## src/rtl/bpu_pkg.sv

```systemverilog
// Shared types, constants and helpers for the dynamic branch prediction unit.
// Holds the opcode values, the 2-bit counter encoding and the ITCM window.
package bpu_pkg;

  localparam int INST_DATA_WIDTH = 32;
  localparam int INST_ADDR_WIDTH = 32;
  localparam int REG_DATA_WIDTH  = 32;

  localparam logic [INST_ADDR_WIDTH-1:0] ITCM_BASE_ADDR = 32'h8000_0000;
  localparam logic [INST_ADDR_WIDTH-1:0] ITCM_SIZE      = 32'h0001_0000;

  localparam logic [6:0] OPC_BRANCH = 7'b1100011;
  localparam logic [6:0] OPC_JAL    = 7'b1101111;
  localparam logic [6:0] OPC_JALR   = 7'b1100111;

  typedef enum logic [1:0] {
    SNT = 2'b00,
    WNT = 2'b01,
    WT  = 2'b10,
    ST  = 2'b11
  } bht_ctr_t;

  function automatic logic is_link_reg(input logic [4:0] r);
    return (r == 5'd1) || (r == 5'd5);
  endfunction

  // Widened by one bit so the window end cannot wrap.
  function automatic logic in_itcm(input logic [INST_ADDR_WIDTH-1:0] addr);
    logic [INST_ADDR_WIDTH:0] a;
    logic [INST_ADDR_WIDTH:0] lo;
    logic [INST_ADDR_WIDTH:0] hi;
    a  = {1'b0, addr};
    lo = {1'b0, ITCM_BASE_ADDR};
    hi = lo + {1'b0, ITCM_SIZE};
    return (a >= lo) && (a < hi);
  endfunction

  function automatic bht_ctr_t ctr_next(input bht_ctr_t ctr, input logic taken);
    bht_ctr_t nxt;
    nxt = ctr;
    if (taken && (ctr != ST)) begin
      nxt = bht_ctr_t'(ctr + 2'd1);
    end else if (!taken && (ctr != SNT)) begin
      nxt = bht_ctr_t'(ctr - 2'd1);
    end
    return nxt;
  endfunction

endpackage

```

## src/rtl/bpu_ras.sv

```systemverilog
// Return address stack: circular storage, pointer to the next free slot,
// count saturating at DEPTH so the oldest entry is overwritten when full.
module bpu_ras
  import bpu_pkg::*;
#(
  parameter int DEPTH = 4,
  parameter int WIDTH = INST_ADDR_WIDTH
) (
  input  logic             clk,
  input  logic             rst,
  input  logic             push_i,
  input  logic             pop_i,
  input  logic             flush_i,
  input  logic [WIDTH-1:0] push_data_i,
  output logic [WIDTH-1:0] top_o,
  output logic             empty_o
);

  localparam int PTR_W = $clog2(DEPTH);
  localparam int CNT_W = PTR_W + 1;

  logic [WIDTH-1:0] stack_q [DEPTH];
  logic [PTR_W-1:0] ptr_q, ptr_d, top_idx, wr_idx;
  logic [CNT_W-1:0] cnt_q, cnt_d;
  logic             wr_en;
  logic             full;

  assign top_idx = ptr_q - 1'b1;
  assign top_o   = stack_q[top_idx];
  assign empty_o = (cnt_q == '0);
  assign full    = (cnt_q == CNT_W'(DEPTH));

  // Push together with a pop of a live entry rewrites the top in place.
  always_comb begin
    ptr_d  = ptr_q;
    cnt_d  = cnt_q;
    wr_en  = 1'b0;
    wr_idx = ptr_q;
    if (flush_i) begin
      cnt_d = '0;
    end else if (push_i && pop_i && !empty_o) begin
      wr_en  = 1'b1;
      wr_idx = top_idx;
    end else if (push_i) begin
      wr_en = 1'b1;
      ptr_d = ptr_q + 1'b1;
      if (!full) cnt_d = cnt_q + 1'b1;
    end else if (pop_i && !empty_o) begin
      ptr_d = top_idx;
      cnt_d = cnt_q - 1'b1;
    end
  end

  always_ff @(posedge clk) begin
    if (rst) begin
      ptr_q <= '0;
      cnt_q <= '0;
      for (int i = 0; i < DEPTH; i++) stack_q[i] <= '0;
    end else begin
      ptr_q <= ptr_d;
      cnt_q <= cnt_d;
      if (wr_en) stack_q[wr_idx] <= push_data_i;
    end
  end

endmodule

```

## src/rtl/dbpu.sv

```systemverilog
// Dynamic branch prediction unit: 2-bit counter table for conditional branches,
// JAL/JALR target prediction; the return address stack is built when BPU_RAS_EN is defined.
module dbpu
  import bpu_pkg::*;
#(
  parameter int BHT_ENTRIES = 64,
  parameter int RAS_DEPTH   = 4
) (
  input  logic                       clk,
  input  logic                       rst,
  input  logic [INST_DATA_WIDTH-1:0] inst_i,
  input  logic                       inst_valid_i,
  input  logic [INST_ADDR_WIDTH-1:0] pc_i,
  input  logic                       any_stall_i,
  output logic [4:0]                 gpr_raddr_o,
  input  logic [REG_DATA_WIDTH-1:0]  gpr_rdata_i,
  input  logic                       upd_valid_i,
  input  logic [INST_ADDR_WIDTH-1:0] upd_pc_i,
  input  logic                       upd_taken_i,
  input  logic                       flush_i,
  output logic                       branch_taken_o,
  output logic [INST_ADDR_WIDTH-1:0] branch_addr_o,
  output logic                       is_pred_branch_o,
  output logic                       is_pred_jalr_o,
  output logic                       is_ras_pred_o
);

  localparam int IDX_W = $clog2(BHT_ENTRIES);

  logic [6:0]                 opcode;
  logic [4:0]                 rs1;
  logic                       is_br, is_jal, is_jalr;
  logic [IDX_W-1:0]           pred_idx, upd_idx;
  bht_ctr_t                   bht_q [BHT_ENTRIES];
  bht_ctr_t                   pred_ctr, upd_ctr_d;
  logic [INST_ADDR_WIDTH-1:0] imm_b, imm_j, imm_i;
  logic [INST_ADDR_WIDTH-1:0] pc_plus4, jalr_gpr_tgt, ras_top;
  logic                       pred_taken, ras_hit;
  logic                       unused_bits;

  assign opcode      = inst_i[6:0];
  assign rs1         = inst_i[19:15];
  assign gpr_raddr_o = rs1;

  assign is_br   = inst_valid_i && (opcode == OPC_BRANCH);
  assign is_jal  = inst_valid_i && (opcode == OPC_JAL);
  assign is_jalr = inst_valid_i && (opcode == OPC_JALR);

  assign imm_b = {{20{inst_i[31]}}, inst_i[7], inst_i[30:25], inst_i[11:8], 1'b0};
  assign imm_j = {{12{inst_i[31]}}, inst_i[19:12], inst_i[20], inst_i[30:21], 1'b0};
  assign imm_i = {{20{inst_i[31]}}, inst_i[31:20]};

  assign pc_plus4     = pc_i + 32'd4;
  assign jalr_gpr_tgt = (gpr_rdata_i + imm_i) & ~32'd1;

  assign pred_idx  = pc_i[IDX_W+1:2];
  assign upd_idx   = upd_pc_i[IDX_W+1:2];
  assign pred_ctr  = bht_q[pred_idx];
  assign upd_ctr_d = ctr_next(bht_q[upd_idx], upd_taken_i);

  assign unused_bits = ^{inst_i[14:12], upd_pc_i[1:0], upd_pc_i[INST_ADDR_WIDTH-1:IDX_W+2]};

  always_comb begin
    pred_taken    = 1'b0;
    branch_addr_o = pc_plus4;
    if (is_br) begin
      pred_taken = pred_ctr[1];
      if (pred_ctr[1]) branch_addr_o = pc_i + imm_b;
    end else if (is_jal) begin
      pred_taken    = 1'b1;
      branch_addr_o = pc_i + imm_j;
    end else if (is_jalr) begin
      pred_taken    = 1'b1;
      branch_addr_o = ras_hit ? ras_top : jalr_gpr_tgt;
    end
  end

  assign branch_taken_o   = pred_taken && !any_stall_i && !rst && in_itcm(branch_addr_o);
  assign is_pred_branch_o = is_br && pred_ctr[1];
  assign is_pred_jalr_o   = is_jalr;

  // Prediction reads the table combinationally, so a same-index update lands after the read.
  always_ff @(posedge clk) begin
    if (rst) begin
      for (int i = 0; i < BHT_ENTRIES; i++) bht_q[i] <= WT;
    end else if (upd_valid_i) begin
      bht_q[upd_idx] <= upd_ctr_d;
    end
  end

`ifdef BPU_RAS_EN
  logic [4:0] rd;
  logic       rd_link, rs1_link, ras_push, ras_pop, ras_commit, ras_empty;

  assign rd         = inst_i[11:7];
  assign rd_link    = is_link_reg(rd);
  assign rs1_link   = is_link_reg(rs1);
  assign ras_push   = (is_jal || is_jalr) && rd_link;
  assign ras_pop    = is_jalr && rs1_link && (!rd_link || (rd != rs1));
  assign ras_commit = inst_valid_i && !any_stall_i && !flush_i;
  assign ras_hit    = ras_pop && !ras_empty;

  assign is_ras_pred_o = ras_hit && !rst;

  bpu_ras #(
    .DEPTH(RAS_DEPTH),
    .WIDTH(INST_ADDR_WIDTH)
  ) u_ras (
    .clk         (clk),
    .rst         (rst),
    .push_i      (ras_push && ras_commit),
    .pop_i       (ras_pop && ras_commit),
    .flush_i     (flush_i),
    .push_data_i (pc_plus4),
    .top_o       (ras_top),
    .empty_o     (ras_empty)
  );
`else
  logic unused_ras;

  assign ras_hit       = 1'b0;
  assign ras_top       = '0;
  assign is_ras_pred_o = 1'b0;
  assign unused_ras    = ^{flush_i, RAS_DEPTH[0]};
`endif

endmodule
```

## config.mk

```make
export PLATFORM = sky130hd
export DESIGN_NAME = dbpu
export DESIGN_NICKNAME = d
export VERILOG_FILES = /design/src/rtl/bpu_pkg.sv /design/src/rtl/bpu_ras.sv /design/src/rtl/dbpu.sv
export SDC_FILE = /design/constraint.sdc
export NUM_CORES = 1
export LEC_CHECK = 0
export ABC_AREA = 1
export CAP_MARGIN = 20
export CORE_MARGIN = 4
export CORE_UTILIZATION = 25
export DETAILED_ROUTE_END_ITERATION = 8
export GPL_TIMING_DRIVEN = 0
export PLACE_DENSITY = 0.45
export SYNTH_ARGS = -nofsm -noshare
export SYNTH_HDL_FRONTEND = slang
export SYNTH_SLANG_ARGS = --single-unit
```

## constraint.sdc

```tcl
create_clock -name clk -period 9.5 [get_ports clk]
set_input_delay 2.85 -clock clk [delete_from_list [all_inputs] [get_ports clk]]
set_output_delay 2.85 -clock clk [all_outputs]
set_load 0.005 [all_outputs]
```

==> results.yml <==
final_layout:
  fin_nets: 2780
  final_util_pct: 30.68
  multiInputGateArea_um2: 9497
  drive_gt1_share_pct: 8.576
  final_cell_area_um2: 18140
  area_growth_pct: 21.10
  reg_top3: "bht_q (128)"
  final_cell_mix: "nand2_1, inv_1, nor2_1, nand3_1, clkdlybuf4s50_1"
  mostFrequentLayoutCell: "nand2_1"
  seq_area_um2: 3844
  largest_register_ffs: 128
  fillers: 6560
  diodes: 0
  regMostFlops: "bht_q"
drt:
  drt-pass1-iter-count: 6
  wl_um: 70730
  drcViolationCount: 0
  vias_per_cell: 5.055
  wl_per_cell_um: 21.11
  vias: 16933
  antenna_left: 0
  first_iter_violations: 1642
power:
  p_clk_share_pct: 29.2
  p_int_uw: 1245
  switchingPower_uw: 786.5
  leakage_uw: 0.007971
  p_per_area_nw_per_um2: 112.0
  swShare_pct: 38.71
  combPwrFrac_pct: 39.5
  total_power_uw: 2032
  seq_power_share_pct: 31.3
  peakVddDrop_mv: 0.09043
critical_path:
  cp_slowest_cell: "clkdlybuf4s50_1"
  path_depth: 15
  critPathMaxFanout: 10
  required_ns: 6.65
  crit_top_cell: "nand3_1"
  rr_worst_depth: 13
  critical-path-top-delay-family: "buffers and inverters"
  slowest_delay_ns: 0.58
  worst_ep_arrival_time_ns: 6.63
  start_kind: "input port"
  crit_path_end_kind: "output pin"
  cp_cell_sequence: "clkdlybuf4s50_1 > buf_4 > inv_2 > buf_4 > nand3_1 > nand3_1 > nand3_1 > nand3_1 > nand3_4 > nand2_4 > buf_4 > buf_2 > a21oi_1 > a31oi_2 > clkdlybuf4s50_1"
  cp_num_buf_inv: 7
  path_class: "input port to output pin"
synth:
  ys.flop_type: "edfxtp_1"
  netlist_instances: 2398
  syn-cell-area_um2: 14980
  synthesis.nets: 2612
  synth-seq-cells: 128
  ys_types: 58
  synth_seq_area_share_pct: 25.66
  async_flop_share_pct: 0
  synth_warnings: 0
  avgSynthCellArea_um2: 6.248
  synth_edf_count: 128
placed_design:
  portBuffers: 145
  gp_congestion: 0.9925
  dpl.hpwl_um: 56820
  dp_worst_setup_slack_ns: -0.4561
  dpl-instance-area_um2: 17400
timing:
  hold_viol_final: 0
  finClkSkew_ns: 0.01122
  worst_slew_pin_slew_ns: 1.016
  finalSetupTns_ns: 0
  fmax_ghz: 0.1055
  layout_min_cycle_time_ns: 9.477
  slew_viol_final: 0
  setup_slack_ns: 0.02268
  relSlewSlack_pct: 32.03
  fin_crit_sh_pct: 99.76
  setup-violations-final: 0
die:
  start_util_pct: 25.34
  die_x_um: 252.8
  rows: 89
  core_area_um2: 59130
  die-area_um2: 63910
  die_y_um: 252.8
  pin_count: 176
global_routing:
  first_global_vias: 15945
  antenna_found_initial: 1
  grt-ovfl-total: 0
  grt_use_total_pct: 21.40
  grt_pass1_wl_um: 102900
  grt_max_degree: 42
run:
  maxCapViolCount: 0
clock_tree:
  cts_tree: "yes"
  cts-root-buf: "clkbuf_16"
  numCtsBuffers: 17
  htree_levels: 4
  cts_max_path_buffers: 2
  clock_latency_ns: 0.43
  numClockSinks: 128
  clk_pin_slew_ns: 0.06
worst_hold_path:
  hold_depth: 8
  hold_class: "register to register"
outcome:
  status: "complete, no violations"
## kinds of logic (layout without fill, tap and decap cells)
logic type | Yosys count | in the layout | share of synthesized area [%]
other | 1 | 1 | 0.02503
and+or+nand+nor | 1417 | 1417 | 41.07
buffers and inverters | 430 | 609 | 12.16
DFF | 128 | 128 | 25.66
xor gates and xnor gates | 47 | 47 | 2.873
adders and majority gates | 79 | 79 | 6.748
AOI/OAI and AO/OA | 296 | 296 | 11.47
## power groups by stage
stage,sequential [uW],combinational (uW),clock (uW)
floorplan,645,478,0
global placement,648,778,0
detailed placement,648,778,0
CTS,636,787,598
global route,637,873,624
finish,636,803,593
## through the flow
stage / std cells / hold WS (ns)
final: 3350 / 1.215
after global routing: 3350 / 1.279
after CTS: 3350 / 1.223
after floorplan: 2398 / 0.9683
after global placement: 3316 / 1.212
after detailed placement: 3316 / 1.210
## what timing repair did
| item | 4_1_cts | 5_1_grt |
|---|---|---|
| hold buffers | 0 | 0 |
| endpoints found under the setup margin | 17 | 14 |
| setup buffers | 4 | 1 |
| pin swaps | 2 | 1 |
| resized for setup | 16 | 47 |
## synth_stat cells, types with 5 or more instances
| master | n | area (um^2) |
|---|---|---|
| nand4_1 | 47 | 294.0 |
| o22ai_1 | 18 | 112.6 |
| buf_6 | 18 | 202.7 |
| buf_2 | 8 | 40.04 |
| edfxtp_1 | 128 | 3844 |
| xnor2_1 | 13 | 113.9 |
| a22oi_1 | 10 | 75.07 |
| nor2_1 | 247 | 927.1 |
| nand3_1 | 208 | 1041 |
| nor2_2 | 63 | 394.1 |
| nand2_2 | 11 | 68.82 |
| inv_2 | 10 | 37.54 |
| ha_1 | 76 | 950.9 |
| nor3_1 | 38 | 190.2 |
| a21oi_1 | 110 | 550.5 |
| xor2_1 | 33 | 289.0 |
| nand3b_1 | 10 | 75.07 |
| o21bai_1 | 11 | 82.58 |
| nand2_1 | 759 | 2849 |
| buf_4 | 13 | 97.59 |
| inv_1 | 354 | 1329 |
| o211ai_1 | 7 | 52.55 |
| nand3_4 | 6 | 105.1 |
| o21ai_1 | 5 | 25.02 |
| or2_2 | 10 | 62.56 |
| clkbuf_1 | 22 | 82.58 |
| o21ai_0 | 97 | 485.5 |
| a221oi_1 | 12 | 105.1 |
## tightest hold or removal path: cells and delay by family (launching register included)
| family | cells | cell delay [ns] |
|---|---|---|
| simple gates | 6 | 0.49 |
| flops | 1 | 0.32 |
| compound gates | 1 | 0.07 |
| xor+xnor | 1 | 0.22 |
## per-layer routing
layer	GRT usage, %	part of all wire, %	up-vias
li1	-	-	8177
met1	28.21	43	7893
met2	35.70	46	730
met3	3.194	7.0	131
met4	7.833	4.2	2
met5	0	0.014	-
## path summary, 6_finish.rpt
| path | start | endpoint | slack, ns |
|---|---|---|---|
| worst max-delay path | pc_i[3] | branch_addr_o[7] | 0.02 |
| worst min-delay path | bht_q[16][0]$_SDFFCE_PN0P_ | bht_q[25][0]$_SDFFCE_PN0P_ | 1.21 |
| worst max register to register | bht_q[20][1]$_SDFFCE_PN1P_ | bht_q[55][0]$_SDFFCE_PN0P_ | 6.29 |
| worst min register to register | bht_q[16][0]$_SDFFCE_PN0P_ | bht_q[25][0]$_SDFFCE_PN0P_ | 1.21 |
## area by class of cell
cell class                      instances  share of cell area [%]
Multi-Input combinational cell       1840                   52.34
Inverter                              369                   7.731
Timing Repair Buffer                  150                   8.261
Tap cell                              773                   5.331
Clock buffer                           21                   2.427
Buffer                                 60                   2.338
Clock inverter                          9                  0.3862
Sequential cell                       128                   21.18
Power figures use the tool's default switching activity.
